`src/rtl/inst_fetch_unit_pkg.sv`:
```
`default_nettype none
// ============================================================================
// Module   : inst_fetch_unit_pkg
// Purpose  : Shared types and constants for the instruction fetch unit:
//            fetch FSM state encoding, the bubble instruction word and the
//            PC step / alignment constants.
// Ports    : none (package)
// Revision : 1.0 - initial release
// ============================================================================
package inst_fetch_unit_pkg;

    // Fetch sequencer states
    typedef enum logic [1:0] {
        ST_IDLE  = 2'd0,
        ST_FETCH = 2'd1,
        ST_HOLD  = 2'd2
    } fetch_state_e;

    // sll $0,$0,0 - harmless word presented while no real instruction exists
    localparam logic [31:0] c_nop_word      = 32'h0000_0000;

    // One 32-bit instruction word per fetch
    localparam logic [31:0] c_pc_inc        = 32'd4;

    // Fetch addresses are always word aligned
    localparam logic [31:0] c_pc_align_mask = 32'hFFFF_FFFC;

endpackage : inst_fetch_unit_pkg
`default_nettype wire

```
`src/rtl/fetch_skid_buf.sv`:
```
`default_nettype none
// ============================================================================
// Module   : fetch_skid_buf
// Purpose  : One-entry skid buffer holding a fetched word and its address
//            while the downstream stage is stalled.
// Ports    : clk      - clock
//            rst      - synchronous active-high reset (empties the entry)
//            i_load   - capture i_instr/i_pc and mark the entry valid
//            i_drain  - entry consumed; mark it empty
//            i_clear  - flush the entry (takes priority over load/drain)
//            i_instr  - instruction word to capture
//            i_pc     - address of the instruction word
//            o_valid  - entry holds a word
//            o_instr  - held instruction word
//            o_pc     - held instruction address
// Revision : 1.0 - initial release
// ============================================================================
module fetch_skid_buf (
    input  logic        clk,
    input  logic        rst,
    input  logic        i_load,
    input  logic        i_drain,
    input  logic        i_clear,
    input  logic [31:0] i_instr,
    input  logic [31:0] i_pc,
    output logic        o_valid,
    output logic [31:0] o_instr,
    output logic [31:0] o_pc
);

    logic        valid_q, valid_d;
    logic [31:0] instr_q, instr_d;
    logic [31:0] pc_q,    pc_d;

    always_comb begin
        valid_d = valid_q;
        instr_d = instr_q;
        pc_d    = pc_q;
        if (i_clear) begin
            valid_d = 1'b0;
        end else if (i_load) begin
            valid_d = 1'b1;
            instr_d = i_instr;
            pc_d    = i_pc;
        end else if (i_drain) begin
            valid_d = 1'b0;
        end
    end

    always_ff @(posedge clk) begin
        if (rst) begin
            valid_q <= 1'b0;
            instr_q <= 32'd0;
            pc_q    <= 32'd0;
        end else begin
            valid_q <= valid_d;
            instr_q <= instr_d;
            pc_q    <= pc_d;
        end
    end

    assign o_valid = valid_q;
    assign o_instr = instr_q;
    assign o_pc    = pc_q;

endmodule : fetch_skid_buf
`default_nettype wire

```
`src/rtl/inst_fetch_unit.sv`:
```
`default_nettype none
// ============================================================================
// Module   : inst_fetch_unit
// Purpose  : Instruction fetch stage. Owns the PC, fetches words over a
//            req/ready handshake and presents one registered instruction per
//            cycle, with downstream stall, redirect and a one-entry skid.
// Ports    : Clock       - clock, rising edge
//            Reset       - synchronous active-high reset
//            imem_req    - fetch request (address stable until imem_ready)
//            imem_addr   - word-aligned fetch address
//            imem_ready  - response valid this cycle
//            imem_rdata  - fetched instruction word
//            stall       - downstream cannot consume Instruction
//            redirect    - branch/jump taken, restart at redirect_pc
//            redirect_pc - redirect target (bits [1:0] ignored)
//            Instruction - registered instruction to the CPU
//            inst_pc     - address of Instruction
//            inst_valid  - Instruction is real (not a bubble)
// Revision : 1.0 - initial release
// ============================================================================
module inst_fetch_unit
    import inst_fetch_unit_pkg::*;
#(
    parameter logic [31:0] RESET_PC = 32'h0000_0000,
    parameter logic [31:0] NOP_WORD = c_nop_word
) (
    input  logic        Clock,
    input  logic        Reset,
    output logic        imem_req,
    output logic [31:0] imem_addr,
    input  logic        imem_ready,
    input  logic [31:0] imem_rdata,
    input  logic        stall,
    input  logic        redirect,
    input  logic [31:0] redirect_pc,
    output logic [31:0] Instruction,
    output logic [31:0] inst_pc,
    output logic        inst_valid
);

    fetch_state_e state_q, state_d;
    logic [31:0]  pc_q,      pc_d;
    logic [31:0]  instr_q,   instr_d;
    logic [31:0]  inst_pc_q, inst_pc_d;
    logic         valid_q,   valid_d;

    logic         skid_load, skid_drain, skid_clear;
    logic         skid_valid;
    logic [31:0]  skid_instr, skid_pc;

    logic         out_consumed;
    logic         out_free;

    assign out_consumed = valid_q & ~stall;
    assign out_free     = ~valid_q | ~stall;

    always_comb begin
        state_d    = state_q;
        pc_d       = pc_q;
        instr_d    = instr_q;
        inst_pc_d  = inst_pc_q;
        valid_d    = valid_q;
        skid_load  = 1'b0;
        skid_drain = 1'b0;
        skid_clear = 1'b0;

        if (redirect) begin
            // Flush everything; any response arriving this cycle belongs to
            // the old stream and is dropped by simply not capturing it.
            pc_d       = redirect_pc & c_pc_align_mask;
            skid_clear = 1'b1;
            valid_d    = 1'b0;
            instr_d    = NOP_WORD;
            state_d    = ST_FETCH;
        end else begin
            case (state_q)
                ST_IDLE: begin
                    state_d = ST_FETCH;
                end
                ST_FETCH: begin
                    if (imem_ready) begin
                        pc_d = pc_q + c_pc_inc;
                        if (out_free) begin
                            instr_d   = imem_rdata;
                            inst_pc_d = pc_q;
                            valid_d   = 1'b1;
                        end else begin
                            // Output is stalled: park the word and stop
                            // requesting until the output drains.
                            skid_load = 1'b1;
                            state_d   = ST_HOLD;
                        end
                    end else if (out_consumed) begin
                        valid_d = 1'b0;
                        instr_d = NOP_WORD;
                    end
                end
                ST_HOLD: begin
                    if (!stall) begin
                        instr_d    = skid_instr;
                        inst_pc_d  = skid_pc;
                        valid_d    = skid_valid;
                        skid_drain = 1'b1;
                        state_d    = ST_FETCH;
                    end
                end
                default: begin
                    state_d = ST_IDLE;
                end
            endcase
        end
    end

    always_ff @(posedge Clock) begin
        if (Reset) begin
            state_q   <= ST_IDLE;
            pc_q      <= RESET_PC & c_pc_align_mask;
            instr_q   <= NOP_WORD;
            inst_pc_q <= 32'd0;
            valid_q   <= 1'b0;
        end else begin
            state_q   <= state_d;
            pc_q      <= pc_d;
            instr_q   <= instr_d;
            inst_pc_q <= inst_pc_d;
            valid_q   <= valid_d;
        end
    end

    fetch_skid_buf u_skid (
        .clk     (Clock),
        .rst     (Reset),
        .i_load  (skid_load),
        .i_drain (skid_drain),
        .i_clear (skid_clear),
        .i_instr (imem_rdata),
        .i_pc    (pc_q),
        .o_valid (skid_valid),
        .o_instr (skid_instr),
        .o_pc    (skid_pc)
    );

    // Request is decoded straight from the state register, so it is glitch
    // free and drops the cycle after reset or on entry to HOLD.
    assign imem_req    = (state_q == ST_FETCH);
    assign imem_addr   = pc_q;
    assign Instruction = instr_q;
    assign inst_pc     = inst_pc_q;
    assign inst_valid  = valid_q;

endmodule : inst_fetch_unit
`default_nettype wire

```
`config.mk`:
```
export PLATFORM = sky130hd
export DESIGN_NAME = inst_fetch_unit
export DESIGN_NICKNAME = d
export VERILOG_FILES = /design/src/rtl/inst_fetch_unit_pkg.sv /design/src/rtl/fetch_skid_buf.sv /design/src/rtl/inst_fetch_unit.sv
export SDC_FILE = /design/constraint.sdc
export NUM_CORES = 1
export LEC_CHECK = 0
export CAP_MARGIN = 10
export CORE_MARGIN = 5
export CORE_UTILIZATION = 37
export DETAILED_ROUTE_END_ITERATION = 12
export PLACE_DENSITY_LB_ADDON = 0.08
export SYNTH_ARGS = -nofsm -noshare
export SYNTH_HDL_FRONTEND = slang
export SYNTH_SLANG_ARGS = --single-unit
```
`constraint.sdc`:
```
create_clock -name Clock -period 2.5 [get_ports Clock]
set_clock_uncertainty 0.15 [all_clocks]
set_input_delay 0.75 -clock Clock [delete_from_list [all_inputs] [get_ports Clock]]
set_output_delay 0.75 -clock Clock [all_outputs]
set_load 0.01 [all_outputs]
```
==> results of run 1 <==
placed cells by master (no fill, tap or decap), drive strengths merged, types with 11 or more instances in the layout:
cell	count
nand2	239
clkdlybuf4s50	158
dfxtp	158
a21oi	103
buf	66
nor2	59
nand3	48
a311oi	43
nor2b	34
mux2	30
clkbuf	18
inv	18
nand4	11
power breakdown:
group          switching, µW  internal (µW)
registers               73.5           2590
logic                    342            376
clock network           1110           1520
total                   1530           4480
synth_stat cells (8+ instances only):
cell,number,share of area [%]
sky130_fd_sc_hd__nand2_1,239,12
sky130_fd_sc_hd__dfxtp_1,158,43
sky130_fd_sc_hd__a21oi_1,103,7.1
sky130_fd_sc_hd__clkbuf_1,65,3.3
sky130_fd_sc_hd__nor2_1,59,3.0
sky130_fd_sc_hd__nand3_1,48,3.3
sky130_fd_sc_hd__a311oi_1,43,5.2
sky130_fd_sc_hd__nor2b_1,34,2.9
sky130_fd_sc_hd__mux2_2,30,4.6
sky130_fd_sc_hd__inv_1,12,0.62
sky130_fd_sc_hd__nand4_1,9,0.77
sky130_fd_sc_hd__nor3_1,9,0.62
sky130_fd_sc_hd__nor4_1,9,0.77
sky130_fd_sc_hd__o21ai_0,9,0.62
sky130_fd_sc_hd__a211oi_1,8,0.82
per-stage QoR:
stage | util, % | instances | instance area [µm²]
2_1_floorplan | - | 934 | 7310
6_report | 51.9 | 1373 | 10100
5_1_grt | 51.9 | 1373 | 10100
3_3_place_gp | 48.9 | 1341 | 9510
3_5_place_dp | 48.9 | 1341 | 9510
4_1_cts | 51.9 | 1373 | 10100
state kept, by name, summed over array words and instances, names as in the netlist:
signal / flops
inst_pc: 30
u_skid.o_instr: 32
state_q: 2
Instruction: 32
inst_valid: 1
u_skid.o_valid: 1
imem_addr: 30
u_skid.o_pc: 30
cell type report:
cell class,instances,area share (%)
clock buffers,18,4.34
clock inverters,14,1.55
inverters,13,0.483
multi-input cells,680,37.0
flip-flops and latches,158,31.3
well taps,265,3.28
repair buffers,225,22.0
path summary, 6_finish.rpt:
kind         cells past startpoint  slack [ps]                    startpoint                           end
max                              1          80    imem_addr[31]$_SDFFE_PP0P_                 imem_addr[31]
min                              2         300  u_skid.o_pc[18]$_SDFFE_PP0P_  u_skid.o_pc[18]$_SDFFE_PP0P_
max reg2reg                      5         220     imem_addr[5]$_SDFFE_PP0P_    imem_addr[23]$_SDFFE_PP0P_
min reg2reg                      2         300  u_skid.o_pc[18]$_SDFFE_PP0P_  u_skid.o_pc[18]$_SDFFE_PP0P_
what timing repair did:
item	in CTS	in global routing
endpoints found under the setup margin	1	3
buffers inserted	0	0
gates resized for setup	3	3
metal layers:
metal | part of all wire [%] | vias to the layer above | GRT usage (%) | wire length [µm]
met3 | 4.8 | 12 | 4.24 | 1060
li1 | - | 3549 | - | -
met1 | 48 | 3319 | 27.6 | 10600
met4 | 0.71 | 0 | 4.80 | 157
met5 | 0 | - | 0 | 0
met2 | 46 | 140 | 31.9 | 10200
cells by family after synthesis:
kind of cell | synth area share [%]
xor gates and xnor gates | 0.959
DFF | 43.3
buffers and inverters | 6.25
and+or+nand+nor | 28.3
adders and majority gates | 0.171
AOI/OAI and AO/OA | 16.3
other | 0.0514
muxes | 4.63
==> results.txt, run 1 <==
- The run finished with clean final reports.
- Layout cells sized above 1: a little over an eighth
* Period utilization: a little over nine tenths
- Proportion of register bits with asynchronous set or reset after synthesis: 0%
- After the first detailed-routing iteration, the DRC count stood at ~350.
- Final total power: around 6000 µW
* Total of flip-flops plus latches after synthesis: 158
- For this run, the register share of the synthesized area comes to 43.3%.
* Y dimension of the die: around 150 µm
- Final Max Tran Viols: 0
* Type of the worst setup path: flip-flop to output pin
- The initial utilization of the core area, before any placement, comes to 37.5%.
* Count of boundary I/O pins: roughly 170
* Hpwl dp: 14,600 µm
- Final setup violation count: 0
* Clock input transition at the sequential cells of the worst setup and hold paths: 60 ps
- Placeable core region: around 19,000 µm²
- Clock Tree Buf Depth: 2
* Port bufs: 160
- The cell family contributing the most delay on the critical path is buffers and inverters.
- Count of endpoints failing hold in the final timing report: 0
* Hold slack final: between 300 and 400 ps
- Total power density per cell area: ~600 nW/µm²
- Remaining DRCs: 0
- On the worst path, the slowest cell contributes a delay of slightly above 600 ps.
- The repair_antennas step left the layout with diodes totalling 0.
- The clock reaches the later pin of the worst-skew pair after 420 ps.
- VDD sags by at most between 400 and 500 µV.
- Entering global routing, the biggest net connects between 60 and 70 pins.
* Width of the die: between 150 and 200 µm
- Via count of the first global-routing pass: just under 7,000
- Dividing the detail-routed wire length by the instance count gives approximately 16 µm.
- A synthesized cell averages roughly 8 µm².
* Routed WL: ~22,000 µm
- Count of different cell masters after synthesis: between 50 and 60
- From synthesis to final layout, the design area changed by 38.4%.
* Wire length of the first global-routing pass: around 36,000 µm
- In this run the static leakage power is roughly 0.0035 µW.
- Hold Buf Count CTS: 0
- TritonCTS built the clock tree.
- Setup total negative slack: 0 ps
* Type of element capturing the critical path: output pin
* Leading register cell type out of synthesis: sky130_fd_sc_hd__dfxtp_1
- Area occupied by multi-input gates: approximately 3700 µm²
* Avg Vias per Cell: between 5 and 6
- The filler cells instantiated in the layout total between 1,500 and 2,000.
* Vias post-DR: 7,020
- Global routing used roughly 20% of the available tracks.
- Unrepaired setup endpoints after global routing: no
- The Yosys step of the flow raised 0 warnings.
- Post-Syn Area: between 7000 and 8000 µm²
* Number of nets in the finished design: about 1,200
- The detail route stage leaves a number of antenna-violating nets equal to 0.
* Worst Setup Slack post-DPL: -316 ps
- Data on the critical path arrives at its endpoint at 1520 ps.
- Minimum clock period after layout: ~2400 ps
- The H-tree was split into 4 levels.
- Derived from the worst setup path, the maximum achievable clock frequency is a little over 400 MHz.
- Summing all flip-flop and latch instances after layout gives around 3200 µm².
- The root buffer cell chosen for the clock tree is sky130_fd_sc_hd__clkbuf_16.
* Sort of element at the start of the critical path: flip-flop
* Final weighted congestion in routability-driven placement: 0.798
- Of all nets on the critical path, the largest fanout is 7.
- For the worst setup path, the data required time is 1600 ps.
* Number of antenna violations at the first check in global routing: 0
* Post-synth EDFFs: 0
- Total clock buffers created by CTS: 17
- Setup slack on the critical path of the routed design comes to 81.0 ps.
- CTS sink cnt: roughly 160
* Synthesized netlist cell count: 931
- The tightest min-delay check is of the flip-flop to flip-flop type.
- Max-cap violations in this run came to 0.
- Detailed-routing iteration count for the pre-antenna-repair pass: 5
- Number of buffers and inverters on the critical path: 1
- The die covers around 23,000 µm².
- Congestion Overflow GR: 0
- The critical path goes through clkdlybuf4s50_1.
- The initialized floorplan defines 51 standard-cell rows.
- Slowest cell on crit path: sky130_fd_sc_hd__clkdlybuf4s50_1
(Power assumes the default switching activity.)
==> run 2: changes to the inputs <==
- SYNTH_HIERARCHICAL: unset -> 1
==> run 2 against run 1 <==
Synthesized area rose by 12%. Hold slack improved by 15 ps. Maximum frequency fell by 1.2%. Die area rose by 11%. Flip-flop and latch count rose by 4. Sequential share of layout area fell by 2.1 points. Cell area rose by 9.9%. Highest routed layer unchanged. Critical endpoint is now imem_addr[21]. Setup slack got worse by 30 ps. Count of clock-buffer cells in the layout rose by 1.
==> results.txt, run 2 <==
- Post-synth EDFFs: 0 (unchanged)
- The worst setup path is captured at an output pin.
- Congestion Overflow GR: 0 (unchanged)
- Avg Vias per Cell: 5.43 (+6.2%)
* Initial standard-cell utilization of the core: 37.6% (+0.040 points)
- Worst min-delay path category: flip-flop to flip-flop
* Number of nets in the finished design: 1,124 (-3.5%)
- The first-pass GRT wire length was 39,600 µm (+9.5%).
- The number of synthesis warnings is 6 (+6).
- Minimum clock period after layout: 2450 ps (+30.5 ps)
- Hold Buf Count CTS: 0 (unchanged)
* Number of antenna violations at the first check in global routing: 0 (unchanged)
* Period utilization: 98.0% (+1.2 points)
- TritonCTS built the clock tree.
* # diodes: 0 (unchanged)
- Maximum resistive drop on vdd: 354 µV (-21%)
- The number of global-route vias before repair was 7,188 (+5.6%).
- Counting instances in the post-synthesis netlist gives the leading cell types as sky130_fd_sc_hd__dfxtp_1, sky130_fd_sc_hd__a311oi_1, sky130_fd_sc_hd__nand2b_1.
- The area share of the largest cell type after synthesis is 39.6% (-3.8 points).
- The peak clock frequency supported by timing was 408 MHz (-1.2%).
- Clock network latency to the later pin of the worst-skew pair: 420 ps (about the same)
- Hpwl dp: 16,000 µm (+10%)
- The power dissipated by switching net loads was 1600 µW (+5.0%).
* Largest area contributor in the netlist: sky130_fd_sc_hd__dfxtp_1
* Dominant cell by count in the synthesized netlist: sky130_fd_sc_hd__dfxtp_1
- Proportion of register bits with asynchronous set or reset after synthesis: 0% (unchanged)
- Clock power share: 43.8% (about the same)
- Total power density per cell area: 571 nW/µm² (-3.9%)
- Compared with the post-synthesis result, the final layout area differs by 35.6%.
- The power share of the combinational group was 13.0% (+1.1 points).
* Layout cells sized above 1: 17.3% (+3.6 points)
- Top cells by area, synth: sky130_fd_sc_hd__dfxtp_1, sky130_fd_sc_hd__nand4bb_1, sky130_fd_sc_hd__a311oi_1, sky130_fd_sc_hd__o21ai_2, sky130_fd_sc_hd__nand2b_1
* Data arrival, critical path: 1550 ps (+30 ps)
- The number of violations reported at the end of detailed-routing iteration 0 was 501 (+45%).
* Max H-tree Level: 4 (unchanged)
* Slowest cell on crit path: sky130_fd_sc_hd__clkdlybuf4s50_1
* # Max-Cap Violations: 0 (unchanged)
- CTS sink cnt: 162 (+2.5%)
- The area of placed instances was 10,500 µm² (+10%).
- Post-CTS setup-driven buffer insertion count: 0 (unchanged)
* Vias post-DR: 7,313 (+4.2%)
- Total clock buffers created by CTS: 17 (unchanged)
- Number of nets with antenna violations after detailed routing: 0 (unchanged)
- The critical path in this run is classified as flip-flop to output pin.
- The count of buffering cells on the critical path with inverters included is 1 (unchanged).
* Post-Syn Area: 8200 µm² (+12%)
- The total routing resource utilization after global routing came to 18.7% (-1.2 points).
* Pin count of the biggest net entering global routing: 86 (+28%)
- The area of the placeable core was 21,800 µm² (+12%).
- Sequence of cells on the critical path: clkdlybuf4s50_1
- Post-synthesis sequential area ratio: 39.6% (-3.8 points)
* Required time of the worst setup path: 1600 ps (about the same)
- The final count of hold timing violations is 0 (unchanged).
- The average wire per standard cell came to 17.9 µm (+12%).
* Count of different cell masters after synthesis: 61 (+7.0%)
* Final total power: 6350 µW (+5.7%)
- The largest fanout of any net on the critical path was 9 (+2).
- Total of flip-flops plus latches after synthesis: 162 (+2.5%)
- Detailed-routing iteration count for the pre-antenna-repair pass: 5 (unchanged)
- The area enclosed by the die boundary is 25,200 µm² (+11%).
- Remaining DRCs: 0 (unchanged)
- The share of total power in sequential cells is 43.2% (-1.1 points).
- In the layout the commonest cells are sky130_fd_sc_hd__dfxtp_1, sky130_fd_sc_hd__clkdlybuf4s50_1, sky130_fd_sc_hd__a311oi_1.
* Setup total negative slack: 0 ps (unchanged)
- The last weighted congestion value of the routability-driven placer is 0.791 (-0.89%).
* Synthesized netlist cell count: 894 (-4.0%)
* Top Family by Delay on Critical Path: buffers and inverters
* Width of the die: 159 µm (+5.6%)
- Leakage dissipation: 0.00372 µW (+5.5%)
* Post-layout instance area: 11,100 µm² (+9.9%)
* Largest incremental delay on the critical path: 610 ps (about the same)
- Sw Share: 25.3% (-0.16 points)
* Clock Tree Buf Depth: 2 (unchanged)
- STA classifies the critical path startpoint as a flip-flop.
* Cell-internal power: 4750 µW (+5.9%)
- Final Max Tran Viols: 0 (unchanged)
- The post-detailed-routing wire length is 24,200 µm (+9.6%).
- Y dimension of the die: 159 µm (+5.6%)
- In the synthesized netlist the dominant register cell turns out to be sky130_fd_sc_hd__dfxtp_1.
* Unrepaired setup endpoints after global routing: no
- Library cell used as clock root buffer: sky130_fd_sc_hd__clkbuf_16
* Final setup violation count: 0 (unchanged)
- The flow ran to the end, and the final reports show no timing, DRC or antenna violations.
- The placement row count came to 54 (+5.9%).
- Port bufs: 162 (+1.3%)
- Avg Inst Size Synth: 9.17 µm² (+17%)
- The total I/O pin count is 167 (unchanged).
* Clock input transition at the sequential cells of the worst setup and hold paths: 70 ps (about the same)
-- run 2: cell count changes after synthesis, moves of 6 or more --
cell | previous run | this run
sky130_fd_sc_hd__a21oi_1 | 103 | 38
sky130_fd_sc_hd__a311oi_1 | 43 | 73
sky130_fd_sc_hd__buf_12 | 0 | 6
sky130_fd_sc_hd__buf_2 | 3 | 26
sky130_fd_sc_hd__clkbuf_1 | 65 | 52
sky130_fd_sc_hd__mux2_2 | 30 | 0
sky130_fd_sc_hd__mux2i_1 | 0 | 27
sky130_fd_sc_hd__nand2_1 | 239 | 55
sky130_fd_sc_hd__nand2b_1 | 3 | 66
sky130_fd_sc_hd__nand4bb_1 | 0 | 64
sky130_fd_sc_hd__nor2_1 | 59 | 65
sky130_fd_sc_hd__nor2b_1 | 34 | 5
sky130_fd_sc_hd__o21ai_2 | 0 | 60
-- run 2: cells by family after synthesis --
logic type               Yosys count  synth area share, %
other                              1               0.0458
buffers and inverters            108                 6.91
AO/OA/AOI/OAI                    221                 21.1
XOR/XNOR                           9                0.962
flip-flops                       162                 39.6
AND/OR/NAND/NOR                  365                 28.0
adder cells (fa/ha/maj)            1                0.153
multiplexers                      27                 3.30
-- run 2: timing repair --
action | 4_1_cts | 5_1_grt
setup endpoints to repair | 1 | 2
resized for setup | 2 | 2
hold endpoints to repair | 0 | 0
-- run 2: layer usage --
metal	part of all wire [%]	track usage, %	wire [µm]	vias to the layer above
met5	0	0	0	-
met4	1.2	4.77	297	0
met3	5.0	4.74	1210	19
met2	46	29.0	11200	170
met1	48	26.1	11500	3458
li1	-	-	-	3666
-- run 2: worst paths after layout --
kind                                                        end  cells past startpoint                       startpoint  slack (ps)
worst max-delay path                              imem_addr[21]                      1       imem_addr[21]$_SDFFE_PP0P_          50
worst min-delay path            u_skid/o_instr[27]$_SDFFE_PP0P_                      2  u_skid/o_instr[27]$_SDFFE_PP0P_         320
worst max register to register       imem_addr[19]$_SDFFE_PP0P_                      4       imem_addr[11]$_SDFFE_PP0P_         290
worst min register to register  u_skid/o_instr[27]$_SDFFE_PP0P_                      2  u_skid/o_instr[27]$_SDFFE_PP0P_         320
-- run 2: layout make-up --
type	instances	area, µm²
tap	280	350
clock inverter	13	174
inverter	9	35.0
sequential	162	3250
fill	2055	10700
clock buffer	19	453
timing repair buffer	237	2400
multi-input combinational	627	4450
-- run 2: power by group through the flow --
stage / Clock (µW) / Combinational (µW) / Sequential [µW]
floorplan: 0 / 348 / 2830
global placement: 0 / 827 / 2800
detailed placement: 0 / 828 / 2800
CTS: 2850 / 831 / 2740
global route: 2980 / 894 / 2750
finish: 2780 / 823 / 2740
-- run 2: stage by stage --
step	setup WS [ps]	utilization, %	cells	hold WS (ps)
finish	50.5	50.9	1347	318
global placement	-211	48.0	1315	304
global route	13.3	50.9	1347	338
floorplan	177	-	897	292
CTS	3.46	50.9	1347	322
detailed placement	-267	48.0	1315	312
==> run 3: changes to the inputs <==
- CORE_MARGIN: 5 -> 4
- SETUP_SLACK_MARGIN: unset -> 0.1
==> run 3 against run 2 <==
Maximum frequency grew 4.7%. Sequential power barely moved. Register-to-register slack gained 70 ps. Wire length increased by 2.2%. Setup slack improved by 110 ps. Count of clock-buffer cells in the layout is 1 higher. Combinational power hardly changed. Final cell count about the same. Hold slack better by 2.0 ps. Sequential share of layout area barely moved. Flip-flop and latch count stayed put. Utilization is 0.34 points higher. Largest power group unchanged.
==> results.txt, run 3 (synthesis gave the netlist of run 2 again) <==
- The via-per-instance ratio came to 5.46 (+0.60%).
- The number of design rule violations left after detail routing came to 0 (unchanged).
- Wire length of the first global-routing pass: 39,300 µm (-0.75%)
- Initial standard-cell utilization of the core: 37.6% (unchanged)
* Congestion Overflow GR: 0 (unchanged)
* Worst min-delay path category: flip-flop to flip-flop
* Row cnt: 54 (unchanged)
- The CTS buffer count was 17 (unchanged).
- The worst setup path is launched from a flip-flop.
- Max H-tree Level: 4 (unchanged)
* Routed WL: 24,700 µm (+2.2%)
- The share of layout cells above drive strength 1 was 18.7% (+1.3 points).
- CTS sink cnt: 162 (unchanged)
* Clock network latency to the later pin of the worst-skew pair: 430 ps (about the same)
- Hpwl dp: 16,200 µm (+0.97%)
* Width of the die: 157 µm (-1.3%)
* Period utilization: 93.5% (-4.4 points)
* TritonCTS clock tree: yes
* Vias post-DR: 7,362 (+0.67%)
- Fillcell total: 2,061 (+0.29%)
* Most common cell after layout, fill and taps aside: sky130_fd_sc_hd__clkdlybuf4s50_1
- Placeable core region: 21,800 µm² (unchanged)
- Library cell used as clock root buffer: sky130_fd_sc_hd__clkbuf_16
- Leakage dissipation: 0.00385 µW (+3.3%)
* Actual slew at the worst max-slew pin: about 500 ps
* Total power density per cell area: 597 nW/µm² (+4.4%)
- Worst R2R Setup Slack: 360 ps (+70 ps)
* Type of element capturing the critical path: output pin
* Y dimension of the die: 157 µm (-1.3%)
- Final Max Tran Viols: 0 (unchanged)
- The utilization of the core after routing came to 51.2% (+0.34 points).
* All-layer global routing usage: 19.9% (+1.2 points)
- The number of violations reported at the end of detailed-routing iteration 0 was 387 (-23%).
* Outcome: finished, final reports clean
- The total setup violations reported at the end of the flow came to 0 (unchanged).
- The number of global-route vias before repair is 7,102 (-1.2%).
- The number of violations of the max-capacitance limit was 0 (unchanged).
- Data arrival, critical path: 1440 ps (-110 ps)
- The worst setup path is of the flip-flop to output pin kind.
- Average routed wire per standard cell: 18.3 µm (+2.1%)
- The count of input and output buffers is 162 (unchanged).
- The total I/O pin count came to 167 (unchanged).
- Area growth from synthesis to layout: 36.5%
* Crit-path max FO: 5 (-4)
* Slew headroom: 66.6%
* Clock input transition at the sequential cells of the worst setup and hold paths: 70 ps (about the same)
- Final total power: 6670 µW (+5.1%)
- Post-CTS setup-driven buffer insertion count: 0 (unchanged)
- The initial antenna violation count came to 0 (unchanged).
- The last weighted congestion value of the routability-driven placer came to 0.798 (+0.87%).
* Count of endpoints failing hold in the final timing report: 0 (unchanged)
* Unrepaired setup endpoints after global routing: no
- The post-layout net count is 1,124 (unchanged).
- Die ar.: 24,600 µm² (-2.5%)
- Clock Tree Buf Depth: 2 (unchanged)
* Number of nets with antenna violations after detailed routing: 0 (unchanged)
* Maximum resistive drop on vdd: 425 µV (+20%)
* Most used cells in the layout excluding fill and tap cells: sky130_fd_sc_hd__clkdlybuf4s50_1, sky130_fd_sc_hd__dfxtp_1, sky130_fd_sc_hd__a311oi_1
- The shortest period the worst path allows came to 2340 ps (-111 ps).
* Maximum achievable frequency: 428 MHz (+4.7%)
- The maximum number of pins on one net before global-route repair is 67 (-22%).
- Detailed-routing iteration count for the pre-antenna-repair pass: 5 (unchanged)
- Hold Buf Count CTS: 0 (unchanged)
* Required time of the worst setup path: 1600 ps (about the same)
run 3: cell count changes in the layout (fill, tap and decap cells not counted), moves of 2 or more:
cell                              delta
sky130_fd_sc_hd__bufinv_16           +4
sky130_fd_sc_hd__dfxtp_2            +16
sky130_fd_sc_hd__clkbuf_1            +3
sky130_fd_sc_hd__clkbuf_8            -2
sky130_fd_sc_hd__dfxtp_1            -17
sky130_fd_sc_hd__buf_12              -2
sky130_fd_sc_hd__dlymetal6s2s_1      +6
sky130_fd_sc_hd__clkinvlp_4          -2
sky130_fd_sc_hd__buf_4               +2
sky130_fd_sc_hd__dlygate4sd2_1       +2
sky130_fd_sc_hd__clkdlybuf4s50_1     -8
run 3: layout make-up:
cell class	count	area, µm²	area share, %
Timing Repair Buffer	237	2390	21.4
Tap cell	280	350	3.13
Sequential cell	162	3270	29.2
Antenna cell	1	2.50	0.0224
Inverter	9	35.0	0.313
Clock inverter	12	250	2.24
Clock buffer	20	437	3.90
Multi-Input combinational cell	627	4450	39.8
run 3: through the flow:
step / hold slack, ps / TNS (ps) / worst slack, ps / std cells / cell area (µm²)
floorplan: 292 / 0 / 177 / 897 / 8210
global placement: 304 / -23880 / -244 / 1315 / 10500
detailed placement: 312 / -25960 / -259 / 1315 / 10500
CTS: 322 / 0 / 102 / 1347 / 11200
global route: 339 / 0 / 103 / 1347 / 11200
finish: 320 / 0 / 161 / 1348 / 11200
run 3: worst paths after layout:
check	from	end	cells after the start
setup reg to reg	imem_addr[7]$_SDFFE_PP0P_	imem_addr[28]$_SDFFE_PP0P_	4
hold / removal	u_skid/o_instr[27]$_SDFFE_PP0P_	u_skid/o_instr[27]$_SDFFE_PP0P_	2
setup / recovery	imem_addr[6]$_SDFFE_PP0P_	imem_addr[6]	2
hold reg to reg	u_skid/o_instr[27]$_SDFFE_PP0P_	u_skid/o_instr[27]$_SDFFE_PP0P_	2
run 3: repair_timing:
item                                    CTS  global route
pin swaps                                 0             3
gates cloned                              0             0
resized for setup                        15            16
endpoints found under the setup margin   14            62
run 3: critical path, stage by stage, from the launching register on:
cell                              delay (ps)
sky130_fd_sc_hd__dfxtp_1                 340
sky130_fd_sc_hd__buf_4                   140
sky130_fd_sc_hd__clkdlybuf4s50_1         530
run 3: report_power, final:
| part | internal (µW) | total (µW) | leakage [µW] | switching, µW |
|---|---|---|---|---|
| Clock | 1990 | 3100 | 0.000334 | 1120 |
| Combinational | 433 | 821 | 0.00219 | 389 |
| Sequential | 2670 | 2750 | 0.00133 | 81.8 |
| Total | 5090 | 6670 | 0.00385 | 1590 |
run 3: per-layer routing:
metal  vias up  part of all wire, %  GRT usage [%]
met4         0                 0.90           4.67
met5         -                    0              0
li1       3667                    -              -
met2       167                   46           31.5
met1      3514                   48           27.5
met3        14                  5.1           4.78
